## src/rtl/axi4_uart_tx_slave.sv

```systemverilog
// AXI4 slave UART transmitter: TXDATA/STATUS/CTRL register window in front of a
// byte FIFO and an 8N1 serialiser with a runtime baud divisor latched per frame.
module axi4_uart_tx_slave #(
  parameter int FIFO_DEPTH    = 16,
  parameter int ID_W          = 4,
  parameter int BAUD_DIV_INIT = 1250
) (
  input  logic            CLK,
  input  logic            RST_N,
  input  logic            s_AWVALID,
  output logic            s_AWREADY,
  input  logic [31:0]     s_AWADDR,
  input  logic [7:0]      s_AWLEN,
  input  logic [ID_W-1:0] s_AWID,
  input  logic            s_WVALID,
  output logic            s_WREADY,
  input  logic [31:0]     s_WDATA,
  input  logic [3:0]      s_WSTRB,
  input  logic            s_WLAST,
  output logic            s_BVALID,
  input  logic            s_BREADY,
  output logic [1:0]      s_BRESP,
  output logic [ID_W-1:0] s_BID,
  input  logic            s_ARVALID,
  output logic            s_ARREADY,
  input  logic [31:0]     s_ARADDR,
  input  logic [7:0]      s_ARLEN,
  input  logic [ID_W-1:0] s_ARID,
  output logic            s_RVALID,
  input  logic            s_RREADY,
  output logic [31:0]     s_RDATA,
  output logic [1:0]      s_RRESP,
  output logic            s_RLAST,
  output logic [ID_W-1:0] s_RID,
  output logic            uart_tx,
  output logic            irq_tx_empty
);

  localparam int AW = $clog2(FIFO_DEPTH);
  localparam logic [1:0] RESP_OKAY   = 2'b00;
  localparam logic [1:0] RESP_SLVERR = 2'b10;
  localparam logic [1:0] A_TXDATA = 2'd0;
  localparam logic [1:0] A_STATUS = 2'd1;
  localparam logic [1:0] A_CTRL   = 2'd2;
  localparam logic [AW:0]   LVL_ONE  = (AW+1)'(1);
  localparam logic [AW:0]   LVL_FULL = (AW+1)'(FIFO_DEPTH);
  localparam logic [AW-1:0] PTR_ONE  = AW'(1);

  typedef enum logic [1:0] {W_ADDR, W_DATA, W_RESP} wstate_e;
  typedef enum logic       {R_ADDR, R_DATA} rstate_e;
  typedef enum logic [1:0] {TX_IDLE, TX_START, TX_DATA, TX_STOP} txstate_e;

  // ---------------- write channel FSM ----------------
  wstate_e         wstate_q;
  logic            awready_q, bvalid_q;
  logic [1:0]      bresp_q, waddr_q;
  logic [ID_W-1:0] bid_q;
  logic            fifo_full, fifo_empty;
  logic            w_beat;

  assign s_WREADY  = (wstate_q == W_DATA) && !((waddr_q == A_TXDATA) && fifo_full);
  assign w_beat    = s_WVALID && s_WREADY;
  assign s_AWREADY = awready_q;
  assign s_BVALID  = bvalid_q;
  assign s_BRESP   = bresp_q;
  assign s_BID     = bid_q;

  always_ff @(posedge CLK) begin
    if (!RST_N) begin
      wstate_q  <= W_ADDR;
      awready_q <= 1'b0;
      bvalid_q  <= 1'b0;
      bresp_q   <= RESP_OKAY;
      bid_q     <= '0;
      waddr_q   <= '0;
    end else begin
      case (wstate_q)
        W_ADDR: begin
          if (awready_q && s_AWVALID) begin
            waddr_q   <= s_AWADDR[3:2];
            bid_q     <= s_AWID;
            awready_q <= 1'b0;
            wstate_q  <= W_DATA;
          end else begin
            awready_q <= 1'b1;
          end
        end
        W_DATA: begin
          if (w_beat && s_WLAST) begin
            wstate_q <= W_RESP;
            bvalid_q <= 1'b1;
            bresp_q  <= (waddr_q == 2'd3) ? RESP_SLVERR : RESP_OKAY;
          end
        end
        W_RESP: begin
          if (s_BREADY) begin
            bvalid_q  <= 1'b0;
            awready_q <= 1'b1;
            wstate_q  <= W_ADDR;
          end
        end
        default: wstate_q <= W_ADDR;
      endcase
    end
  end

  // ---------------- CTRL register ----------------
  logic [15:0] baud_div_q, baud_div_d, div_new;
  logic        irq_en_q, irq_en_d;
  logic        ctrl_wr;

  assign ctrl_wr = w_beat && (waddr_q == A_CTRL);

  always_comb begin
    div_new = baud_div_q;
    if (s_WSTRB[0]) div_new[7:0]  = s_WDATA[7:0];
    if (s_WSTRB[1]) div_new[15:8] = s_WDATA[15:8];
    baud_div_d = baud_div_q;
    irq_en_d   = irq_en_q;
    if (ctrl_wr) begin
      baud_div_d = (div_new < 16'd2) ? 16'd2 : div_new;
      if (s_WSTRB[2]) irq_en_d = s_WDATA[16];
    end
  end

  always_ff @(posedge CLK) begin
    if (!RST_N) begin
      baud_div_q <= 16'(BAUD_DIV_INIT);
      irq_en_q   <= 1'b0;
    end else begin
      baud_div_q <= baud_div_d;
      irq_en_q   <= irq_en_d;
    end
  end

  // ---------------- TX FIFO ----------------
  logic [7:0]    fifo_mem [FIFO_DEPTH];
  logic [AW-1:0] wr_ptr_q, wr_ptr_d, rd_ptr_q, rd_ptr_d;
  logic [AW:0]   level_q, level_d;
  logic          push, pop;

  assign push       = w_beat && (waddr_q == A_TXDATA) && s_WSTRB[0];
  assign fifo_full  = (level_q == LVL_FULL);
  assign fifo_empty = (level_q == '0);

  always_comb begin
    wr_ptr_d = push ? wr_ptr_q + PTR_ONE : wr_ptr_q;
    rd_ptr_d = pop  ? rd_ptr_q + PTR_ONE : rd_ptr_q;
    level_d  = level_q;
    case ({push, pop})
      2'b10:   level_d = level_q + LVL_ONE;
      2'b01:   level_d = level_q - LVL_ONE;
      default: level_d = level_q;
    endcase
  end

  always_ff @(posedge CLK) begin
    if (!RST_N) begin
      wr_ptr_q <= '0;
      rd_ptr_q <= '0;
      level_q  <= '0;
    end else begin
      wr_ptr_q <= wr_ptr_d;
      rd_ptr_q <= rd_ptr_d;
      level_q  <= level_d;
    end
  end

  always_ff @(posedge CLK) begin
    if (push) fifo_mem[wr_ptr_q] <= s_WDATA[7:0];
  end

  // ---------------- serialiser ----------------
  txstate_e    tx_state_q;
  logic        tx_q, irq_q;
  logic [7:0]  shreg_q;
  logic [2:0]  bit_cnt_q;
  logic [15:0] baud_cnt_q, div_lat_q;
  logic        bit_done;

  assign bit_done = (baud_cnt_q == div_lat_q - 16'd1);
  // Back-to-back frames: the next byte is taken on the stop bit's last cycle.
  assign pop = !fifo_empty &&
               ((tx_state_q == TX_IDLE) || ((tx_state_q == TX_STOP) && bit_done));

  always_ff @(posedge CLK) begin
    if (!RST_N) begin
      tx_state_q <= TX_IDLE;
      tx_q       <= 1'b1;
      shreg_q    <= '0;
      bit_cnt_q  <= '0;
      baud_cnt_q <= '0;
      div_lat_q  <= 16'(BAUD_DIV_INIT);
    end else if (pop) begin
      tx_state_q <= TX_START;
      tx_q       <= 1'b0;
      shreg_q    <= fifo_mem[rd_ptr_q];
      baud_cnt_q <= '0;
      div_lat_q  <= baud_div_q;
    end else begin
      case (tx_state_q)
        TX_IDLE: tx_q <= 1'b1;
        TX_START: begin
          if (bit_done) begin
            baud_cnt_q <= '0;
            bit_cnt_q  <= '0;
            tx_q       <= shreg_q[0];
            tx_state_q <= TX_DATA;
          end else begin
            baud_cnt_q <= baud_cnt_q + 16'd1;
          end
        end
        TX_DATA: begin
          if (bit_done) begin
            baud_cnt_q <= '0;
            if (bit_cnt_q == 3'd7) begin
              tx_q       <= 1'b1;
              tx_state_q <= TX_STOP;
            end else begin
              bit_cnt_q <= bit_cnt_q + 3'd1;
              shreg_q   <= shreg_q >> 1;
              tx_q      <= shreg_q[1];
            end
          end else begin
            baud_cnt_q <= baud_cnt_q + 16'd1;
          end
        end
        TX_STOP: begin
          if (bit_done) begin
            baud_cnt_q <= '0;
            tx_q       <= 1'b1;
            tx_state_q <= TX_IDLE;
          end else begin
            baud_cnt_q <= baud_cnt_q + 16'd1;
          end
        end
        default: tx_state_q <= TX_IDLE;
      endcase
    end
  end

  always_ff @(posedge CLK) begin
    if (!RST_N) irq_q <= 1'b0;
    else        irq_q <= irq_en_q && fifo_empty && (tx_state_q == TX_IDLE);
  end

  assign uart_tx      = tx_q;
  assign irq_tx_empty = irq_q;

  // ---------------- read channel FSM ----------------
  rstate_e         rstate_q;
  logic            arready_q, rvalid_q;
  logic [1:0]      raddr_q;
  logic [7:0]      rcnt_q;
  logic [ID_W-1:0] rid_q;
  logic [31:0]     reg_rdata;

  always_ff @(posedge CLK) begin
    if (!RST_N) begin
      rstate_q  <= R_ADDR;
      arready_q <= 1'b0;
      rvalid_q  <= 1'b0;
      raddr_q   <= '0;
      rcnt_q    <= '0;
      rid_q     <= '0;
    end else begin
      case (rstate_q)
        R_ADDR: begin
          if (arready_q && s_ARVALID) begin
            raddr_q   <= s_ARADDR[3:2];
            rid_q     <= s_ARID;
            rcnt_q    <= s_ARLEN;
            rvalid_q  <= 1'b1;
            arready_q <= 1'b0;
            rstate_q  <= R_DATA;
          end else begin
            arready_q <= 1'b1;
          end
        end
        R_DATA: begin
          if (s_RREADY) begin
            if (rcnt_q == 8'd0) begin
              rvalid_q  <= 1'b0;
              arready_q <= 1'b1;
              rstate_q  <= R_ADDR;
            end else begin
              rcnt_q <= rcnt_q - 8'd1;
            end
          end
        end
        default: rstate_q <= R_ADDR;
      endcase
    end
  end

  // Register contents are muxed live so every beat sees current state.
  always_comb begin
    reg_rdata = '0;
    case (raddr_q)
      A_STATUS: reg_rdata = {16'h0, 8'(level_q), 5'b0,
                             tx_state_q != TX_IDLE, fifo_empty, fifo_full};
      A_CTRL:   reg_rdata = {15'h0, irq_en_q, baud_div_q};
      default:  reg_rdata = '0;
    endcase
  end

  assign s_ARREADY = arready_q;
  assign s_RVALID  = rvalid_q;
  assign s_RDATA   = rvalid_q ? reg_rdata : 32'h0;
  assign s_RRESP   = (rvalid_q && raddr_q == 2'd3) ? RESP_SLVERR : RESP_OKAY;
  assign s_RLAST   = rvalid_q && (rcnt_q == 8'd0);
  assign s_RID     = rid_q;

  logic unused_ok;
  assign unused_ok = ^{s_AWADDR[31:4], s_AWADDR[1:0], s_ARADDR[31:4], s_ARADDR[1:0],
                       s_AWLEN, s_WDATA[31:17], s_WSTRB[3]};

endmodule

```

## config.mk

```make
export PLATFORM = sky130hd
export DESIGN_NAME = axi4_uart_tx_slave
export DESIGN_NICKNAME = d
export VERILOG_FILES = /design/src/rtl/axi4_uart_tx_slave.sv
export SDC_FILE = /design/constraint.sdc
export NUM_CORES = 1
export LEC_CHECK = 0
export ABC_CLOCK_PERIOD_IN_PS = 5290
export BUFFER_PORTS_ARGS = -buffer_cell sky130_fd_sc_hd__buf_2
export CAP_MARGIN = 25
export CORE_UTILIZATION = 46
export DETAILED_ROUTE_END_ITERATION = 8
export PLACE_DENSITY = 0.69
export SETUP_SLACK_MARGIN = 0.3
export SLEW_MARGIN = 30
export SYNTH_ARGS = -nofsm -noshare
export SYNTH_HDL_FRONTEND = slang
export SYNTH_SLANG_ARGS = --single-unit
```

## constraint.sdc

```tcl
create_clock -name CLK -period 5.29 [get_ports CLK]
set_clock_uncertainty 0.1 [all_clocks]
set_input_delay 0.529 -clock CLK [delete_from_list [all_inputs] [get_ports CLK]]
set_output_delay 0.529 -clock CLK [all_outputs]
set_load 0.02 [all_outputs]
```

Word level (Yosys, flattened, before mapping)
Memory sizes are Yosys's and may differ from the RTL's. A register that Yosys moved wholly into a read port is not among the register bits.
Cells that the tools add are included.
{"block": "totals", "reg_bits": 106, "inputBits": 132, "memories": 1, "wordCells": 178, "out_inout_bits": 52, "ram_bits": 128}
{"memory": "fifo_mem", "words": 16, "word_bits": 8, "read_ports": 1, "rd_ports_with_merged_regs": 1, "wr": 1, "line": "137", "source": "logic [7:0] fifo_mem [FIFO_DEPTH];"}
{"block": "classes", "bitwise": 3, "magnitude_cmp": 1, "n_mux": 59, "n_eq_ne": 32, "reduce_logical": 49, "addsub": 8}
{"op": "2-to-1 mux 8 bit", "n": 9}
{"op": "case mux 17 bit (2 select lines)", "n": 1}
{"op": "2-to-1 mux 16 bit", "n": 2}
{"op": "2-to-1 mux 32 bit", "n": 1}
{"op": "inequality test 2 bit, second input constant", "n": 11}
{"op": "2-to-1 mux 1 bit", "n": 21}
{"op": "2-to-1 mux 2 bit", "n": 9}
{"op": "AND reduction 3 bit", "n": 6}
{"op": "adder 16 x 1 -> 16 bit, second input constant", "n": 1}
{"op": "== test 16 bit", "n": 1}
{"op": "== test 2 bit, second input constant", "n": 8}
{"op": "< comparator 16 x 2 -> 1 bit, second input constant", "n": 1}
{"op": "case mux 8 bit (2 select lines)", "n": 1}
{"op": "subtractor 16 x 1 -> 16 bit, second input constant", "n": 1}
{"op": "logical AND 1 bit", "n": 15}
{"op": "AND reduction 5 bit", "n": 3}
{"op": "nonzero test 2 bit", "n": 7}
{"op": "inequality test 3 bit, second input constant", "n": 4}
{"op": "case mux 2 bit (3 select lines)", "n": 2}
{"op": "AND reduction 2 bit", "n": 6}
{"op": "case mux 1 bit (2 select lines)", "n": 5}
{"op": "case mux 5 bit (2 select lines)", "n": 1}
{"op": "2-to-1 mux 3 bit", "n": 3}
{"op": "adder 4 x 1 -> 4 bit, second input constant", "n": 2}
{"op": "other kinds (21)", "n": 31}

Longest topological paths before layout
Gate-level depths: netlist of run 1.
{"block": "depth", "word_depth": 9, "mapped_depth": 20, "ltp_nobuf": 18}

Worst setup path after synthesis of run 1
No wires, ideal clock.
{"block": "synth_path", "kind": "register to register", "start": "register div_lat_q[0]", "end": "register level_q[4]", "stages_incl_launch_ff": 21, "slack_ns": 0.913, "period_less_slack_ns": 4.377, "n_path_buf": 2, "arrival_ns": 4.206, "required_time_ns": 5.120, "setup_ns": 0.070, "cell_sequence": "dfxtp_1 > inv_1 > ha_1 > or3b_2 > nor3_1 > xnor2_1 > nand4_1 > o41ai_4 > nand2_2 > buf_4 > inv_2 > ha_1 > clkbuf_1 > xor2_1 > ha_1 > o21ai_0 > a21oi_1 > a21oi_1 > xor2_1 > or3_1 > a21oi_1"}
{"block": "synth_between", "elab_chain_len": 7, "word_cells_on_any_way": 9, "cone_classes": "1 x add/sub; 3 x eq/ne; 1 x mux; 4 x reduce/logical"}
{"element": "from (decl)", "line": "178", "source": "logic [15:0] baud_cnt_q, div_lat_q;"}
{"element": "from (signal assigned)", "line": "193", "source": "div_lat_q <= 16'(BAUD_DIV_INIT);"}
{"element": "from (signal assigned)", "line": "199", "source": "div_lat_q <= baud_div_q;"}
{"element": "subtractor 16 x 1 -> 16 bit (*)", "line": "181", "source": "assign bit_done = (baud_cnt_q == div_lat_q - 16'd1);"}
{"element": "== test 16 bit (*)", "line": "181"}
{"element": "logical AND 1 bit (*)", "line": "184", "source": "((tx_state_q == TX_IDLE) || ((tx_state_q == TX_STOP) && bit_done));"}
{"element": "logical OR 1 bit (*)", "line": "184"}
{"element": "logical AND 1 bit (*)", "line": "183", "source": "assign pop = !fifo_empty &&"}
{"element": "== test 2 x 1 -> 1 bit or == test 2 bit (tied branches)", "line": "150", "source": "case ({push, pop})"}
{"element": "case mux 5 bit (2 select lines) or nonzero test 2 bit (tied branches)"}
{"element": "to (signal assigned)", "line": "165", "source": "level_q <= level_d;"}
{"element": "to (decl)", "line": "139", "source": "logic [AW:0] level_q, level_d;"}
Every way passes the cells marked *; elsewhere a longest branch is shown, timed or not.
A chain may end at the register's enable or synchronous reset.

Worst setup path after layout of run 1
Ends and elaborated chain as after synthesis.

==> results of run 1 <==
==> kinds of logic (layout without fill, tap and decap cells) <==
logic type	count (synthesis)	after routing	share of synthesized area (%)
fa+ha+maj	24	24	2.81
mux	80	80	12.2
compound gates	112	112	6.97
other cells	1	17	0.0351
simple gates	308	308	14.0
buf+inv	88	155	3.84
xor+xnor	46	46	3.77
flops	237	237	56.4
==> worst reg2reg max path: cells and delay by family, from the launching register on <==
| family | cells | cell delay, ns |
|---|---|---|
| fa+ha+maj | 3 | 0.83 |
| buf+inv | 3 | 0.42 |
| compound gates | 5 | 0.88 |
| xor+xnor | 3 | 0.48 |
| simple gates | 5 | 1.37 |
| flops | 1 | 0.36 |
==> synth_stat cells, drive strengths merged (24+ instances only) <==
library cell,instances,area [µm²]
mux4,40,901
xor2,25,219
nand3,37,185
mux2i,40,400
nor2,108,405
buf,34,208
clkbuf,31,116
dfxtp,109,2180
a21oi,47,239
edfxtp,128,3840
nand2,60,230
ha,24,300
==> report_power, final <==
part	switching (mW)	total (mW)	internal [mW]	leakage, nW
sequential	0.112	2.13	2.02	2.04
clock	0.692	1.54	0.850	0.347
combinational	0.625	1.11	0.486	2.00
total	1.43	4.78	3.36	4.39
==> metal layers <==
layer	GRT usage (%)	up-vias	wire, µm
li1	-	3409	-
met1	26.1	3438	10200
met2	32.2	158	11200
met3	2.72	33	993
met4	4.20	0	327
met5	0	-	0
==> layout make-up <==
class,count,area (µm²),share of cell area (%)
multi-input cells,587,4310,36.0
clock buffers,29,629,5.26
clock inverters,13,87.6,0.731
repair buffers,90,470,3.93
inverters,23,88.8,0.742
flip-flops and latches,237,6030,50.4
well taps,285,357,2.98
==> state kept, by name, indices dropped and copies added, names as in the netlist, 5 cells and up, named ones only <==
| register | flops |
|---|---|
| baud_cnt_q | 16 |
| baud_div_q | 16 |
| div_lat_q | 16 |
| fifo_mem | 128 |
| level_q | 5 |
| rcnt_q | 8 |
| shreg_q | 8 |
==> worst max-delay path by stage <==
stage / start / endpoint / cells past startpoint
2_1_floorplan: div_lat_q[0] / level_q[4] / 20
3_3_place_gp: div_lat_q[0] / level_q[4] / 19
3_5_place_dp: div_lat_q[0] / level_q[4] / 19
4_1_cts: div_lat_q[0] / level_q[4] / 19
5_1_grt: div_lat_q[0] / level_q[4] / 19
6_report: div_lat_q[0] / level_q[4] / 19
==> metrics by stage <==
| step | util (%) | cell area (µm²) |
|---|---|---|
| after floorplan | - | 10700 |
| after CTS | 52.7 | 12000 |
| after detailed placement | 49.6 | 11300 |
| after global routing | 52.7 | 12000 |
| final | 52.7 | 12000 |
| after global placement | 49.6 | 11300 |
==> out/metrics.cfg, run 1 <==
[critical_path]
regToRegEndpoint = level_q[4]
critPathLaunchType = flop
crit_path_top_delay_cell = or3b_2
crit_fanout = 9
arrival_ns = 4.84
r2r-start = div_lat_q[0]
r2r_cells = 19
endpoint_kind = flop
crit_family = simple AND/OR/NAND/NOR gates
crit_chain = inv_1, ha_1, or3b_2, nor3_1, xnor2_1, nand4_1, o41ai_4, buf_4, nand2_2, inv_2, ha_1, xor2_1, ha_1, o21ai_0, a21oi_1, a21oi_1, xor2_1, or3_1, a21oi_1
path_buf_inv = 3
worst_path_largest_cell_delay_ns = 0.52
critical_path_class = reg2reg
required_ns = 5.64
rrSetupSlack_ns = 0.79

[worst_hold_path]
hp-class = in2reg
hold_depth = 3
min_from = s_ARID[0]
hold_path_end = s_RID[0]

[clocking]
cts_tree = built
clk_path_buf_depth = 3
clkTransAtPathRegs_ns = 0.06
cts_made_buffers = 24
cts.sinks = 237
post_cts_buffers = 0
cts_resized = 0
root_buffer = clkbuf_16
htree_levels = 1
clk_latency_ns = 0.53
hold_buffers = 0

[placement]
place_hpwl_mm = 15.5
numPortBuffers = 82
dpl_worst_slack_ns = 0.824
gp_congestion = 0.870
dp_cells = 1222

[sta]
finalCriticalPeriod_ns = 4.50
fmax_mhz = 222
period_share_pct = 85.0
setup_ws_ns = 0.793
hold_viol = 0
worstMarginPinSlew_ns = 0.856
slew_headroom_pct = 42.7
setup_tns_ns = 0
rsz0062_at_grt = false
final-setup-viol-count = 0
report.final.slew_viol_count = 0
hold_ws_ns = 0.129

[grt]
grt_pass1_vias = 6684
grt_pass1_wl_mm = 35.9
grt_max_degree = 66
grt_antenna_before_repair = 0
grtUsageTotal_pct = 19.1
overflow = 0

[final_layout]
area_growth_syn_to_layout_pct = 12.0
finalNetCount = 1119
final_cell_count_no_fill = 1264
n_antenna_cell = 0
mostFrequentLayoutCell = edfxtp_1
fillers = 1936
mostFrequentLayoutCells = edfxtp_1 (128), nor2_1 (108), dfxtp_1 (108), buf_2 (82), nand2_1 (58)
final_layout_size_suffix_gt1_share_pct = 18.1

[synth]
syn-instance-count = 896
synthFlopType = edfxtp_1
synthArstFlopShare_pct = 0
synth_edf_count = 128
syn_avg_cell_area_um2 = 11.9
synth_seq_cells = 237
synth_cell_types = 64
synth_warnings = 0
syn-cell-area_um2 = 10700
ys_seq_area_share_pct = 56.4

[drt]
drt-total-wl_mm = 22.7
first_iter_violations = 527
antenna_left = 0
drc = 0
num_vias = 7038
wl_per_cell_um = 17.9
drt_first_pass_iters = 5
vias_per_cell = 5.57

[floorplan]
num_io_pins = 184
core-area_um2 = 22700
start_util_pct = 47.1
die_w_um = 154
die_y_um = 154
rows = 55
die_area_um2 = 23900

[pwr]
finalPower_mw = 4.78
ir_worst_vdd_uv = 342
powerDensity_nw_per_um2 = 400
power.leakage_nw = 4.39

[run_status]
run_status = finished, final reports clean

[run]
drv_cap = 0

Note: power is estimated with default switching activity, not from simulation.
==> inputs of run 2 (changes only) <==
Settings changed: ABC_CLOCK_PERIOD_IN_PS 5290 to 5400.
Clock period 5.29 ns to 5.4 ns, I/O delays scaled along.
==> run 2 against run 1 <==
Die area unchanged. Register-to-register slack improved by 0.095 ns. Clock-buffer cell count rose by 2. Critical path depth unchanged. Clock power grew 9.7%. Sequential share of layout area decreased by 0.42 points. First-iteration DRC count fell by 12%. Combinational power about the same. Global-route usage is 0.14 points lower. Utilization up 0.45 points. Worst hold slack gained 0.014 ns. Non-clock buffer count is the same. Critical path type unchanged.
==> out/metrics.cfg, run 2 (same netlist as run 1, synthesis figures left out) <==
[floorplan]
core-area_um2 = 22700
die_w_um = 154
rows = 55
start_util_pct = 47.1
die_y_um = 154
die_area_um2 = 23900
num_io_pins = 184

[critical_path]
crit_end = level_q[4]
endpoint_kind = flop
critical_path_class = reg2reg
r2r_cells = 19
r2r-start = div_lat_q[0]
crit_fanout = 9
critPathLaunchType = flop
required_ns = 5.75
rrSetupSlack_ns = 0.89
crit_start = div_lat_q[0]
regToRegEndpoint = level_q[4]
arrival_ns = 4.86

[clocking]
hold_buffers = 0
cts.sinks = 237
clk_latency_ns = 0.53
root_buffer = clkbuf_16
post_cts_buffers = 0
clk_path_buf_depth = 3
cts_resized = 0
htree_levels = 1
cts_made_buffers = 25
cts_tree = built
clkTransAtPathRegs_ns = 0.06

[final_layout]
n_antenna_cell = 0
largest_reg_flops = 128
finalNetCount = 1120
mostFrequentLayoutCells = edfxtp_1 (128), nor2_1 (108), dfxtp_1 (108), buf_2 (82), nand2_1 (58)
area_growth_syn_to_layout_pct = 13.0
final_layout_size_suffix_gt1_share_pct = 18.5
mostFrequentLayoutCell = edfxtp_1
regMostFlops = fifo_mem

[sta]
setup_ws_ns = 0.888
setup_tns_ns = 0
report.final.slew_viol_count = 0
hold_viol = 0
finalCriticalPeriod_ns = 4.51
final-setup-viol-count = 0
hold_ws_ns = 0.142
fmax_mhz = 222
slew_headroom_pct = 40.4
rsz0062_at_grt = false
period_share_pct = 83.5
worstMarginPinSlew_ns = 0.891

[pwr]
comb_power_share_pct = 22.3
switching_share_pct = 29.1
ir_worst_vdd_uv = 366
seqPwrFrac_pct = 43.0
power.leakage_nw = 4.45
switchingPower_mw = 1.41
p_int_mw = 3.45
powerDensity_nw_per_um2 = 402
clkPwrFrac_pct = 34.8

[placement]
gp_congestion = 0.871
numPortBuffers = 82
dpl_worst_slack_ns = 0.930
place_hpwl_mm = 15.4

[worst_hold_path]
hp-class = in2reg

[drt]
antenna_left = 0
num_vias = 7083
drt-total-wl_mm = 22.4
wl_per_cell_um = 17.7
drt_first_pass_iters = 4
vias_per_cell = 5.59
first_iter_violations = 462
drc = 0

[grt]
grt_max_degree = 66
overflow = 0
grt_antenna_before_repair = 0
grtUsageTotal_pct = 18.9
grt_pass1_wl_mm = 35.6
grt_pass1_vias = 6683

[run]
drv_cap = 0

[run_status]
run_status = finished, final reports clean

run 2: critical path, stage by stage (launching register included):
cell     delay (ns)
dfxtp_1        0.36
inv_1          0.08
ha_1           0.25
or3b_2         0.52
nor3_1         0.19
xnor2_1        0.15
nand4_1        0.26
o41ai_4        0.41
buf_4          0.22
nand2_2        0.07
inv_2          0.12
ha_1           0.36
xor2_1         0.19
ha_1           0.20
o21ai_0        0.08
a21oi_1        0.17
a21oi_1        0.09
xor2_1         0.14
or3_1          0.31
a21oi_1        0.14
run 2: how the worst min path moves through the flow:
stage | slack (ns) | to | start | depth (start not counted)
global route | 0.13 | s_RID[2] | s_ARID[2] | 3
global placement | 0.35 | bit_cnt_q[2] | bit_cnt_q[2] | 2
floorplan | 0.34 | bit_cnt_q[1] | bit_cnt_q[1] | 2
finish | 0.14 | s_RID[3] | s_ARID[3] | 3
CTS | 0.12 | s_RID[2] | s_ARID[2] | 3
detailed placement | 0.35 | s_BRESP[1] | s_BRESP[1] | 2
run 2: per-stage QoR:
stage,utilization [%],cells,power (mW),cell area (µm²)
floorplan,-,912,2.96,10700
global route,53.2,1268,5.09,12100
global placement,49.6,1222,3.19,11300
detailed placement,49.6,1222,3.21,11300
finish,53.2,1268,4.86,12100
CTS,53.2,1268,4.90,12100
run 2: power by group through the flow:
stage,Combinational (mW),Sequential (mW),Clock [mW]
floorplan,0.885,2.07,0
global placement,1.07,2.12,0
detailed placement,1.08,2.13,0
CTS,1.09,2.09,1.72
global route,1.20,2.10,1.79
finish,1.08,2.09,1.69
run 2: routing by layer:
metal / share of wire [%] / track usage, % / up-vias
met5: 0 / 0 / -
met4: 1.9 / 4.86 / 0
met3: 4.2 / 2.66 / 31
met2: 49 / 31.9 / 146
met1: 45 / 25.7 / 3496
li1: - / - / 3410
run 2: area by class of cell:
cell class | instances | area, µm²
Inverter | 23 | 88.8
Clock inverter | 15 | 140
Fill cell | 1917 | 10600
Sequential cell | 237 | 6030
Timing Repair Buffer | 90 | 470
Clock buffer | 31 | 678
Multi-Input combinational cell | 587 | 4310
Tap cell | 285 | 357
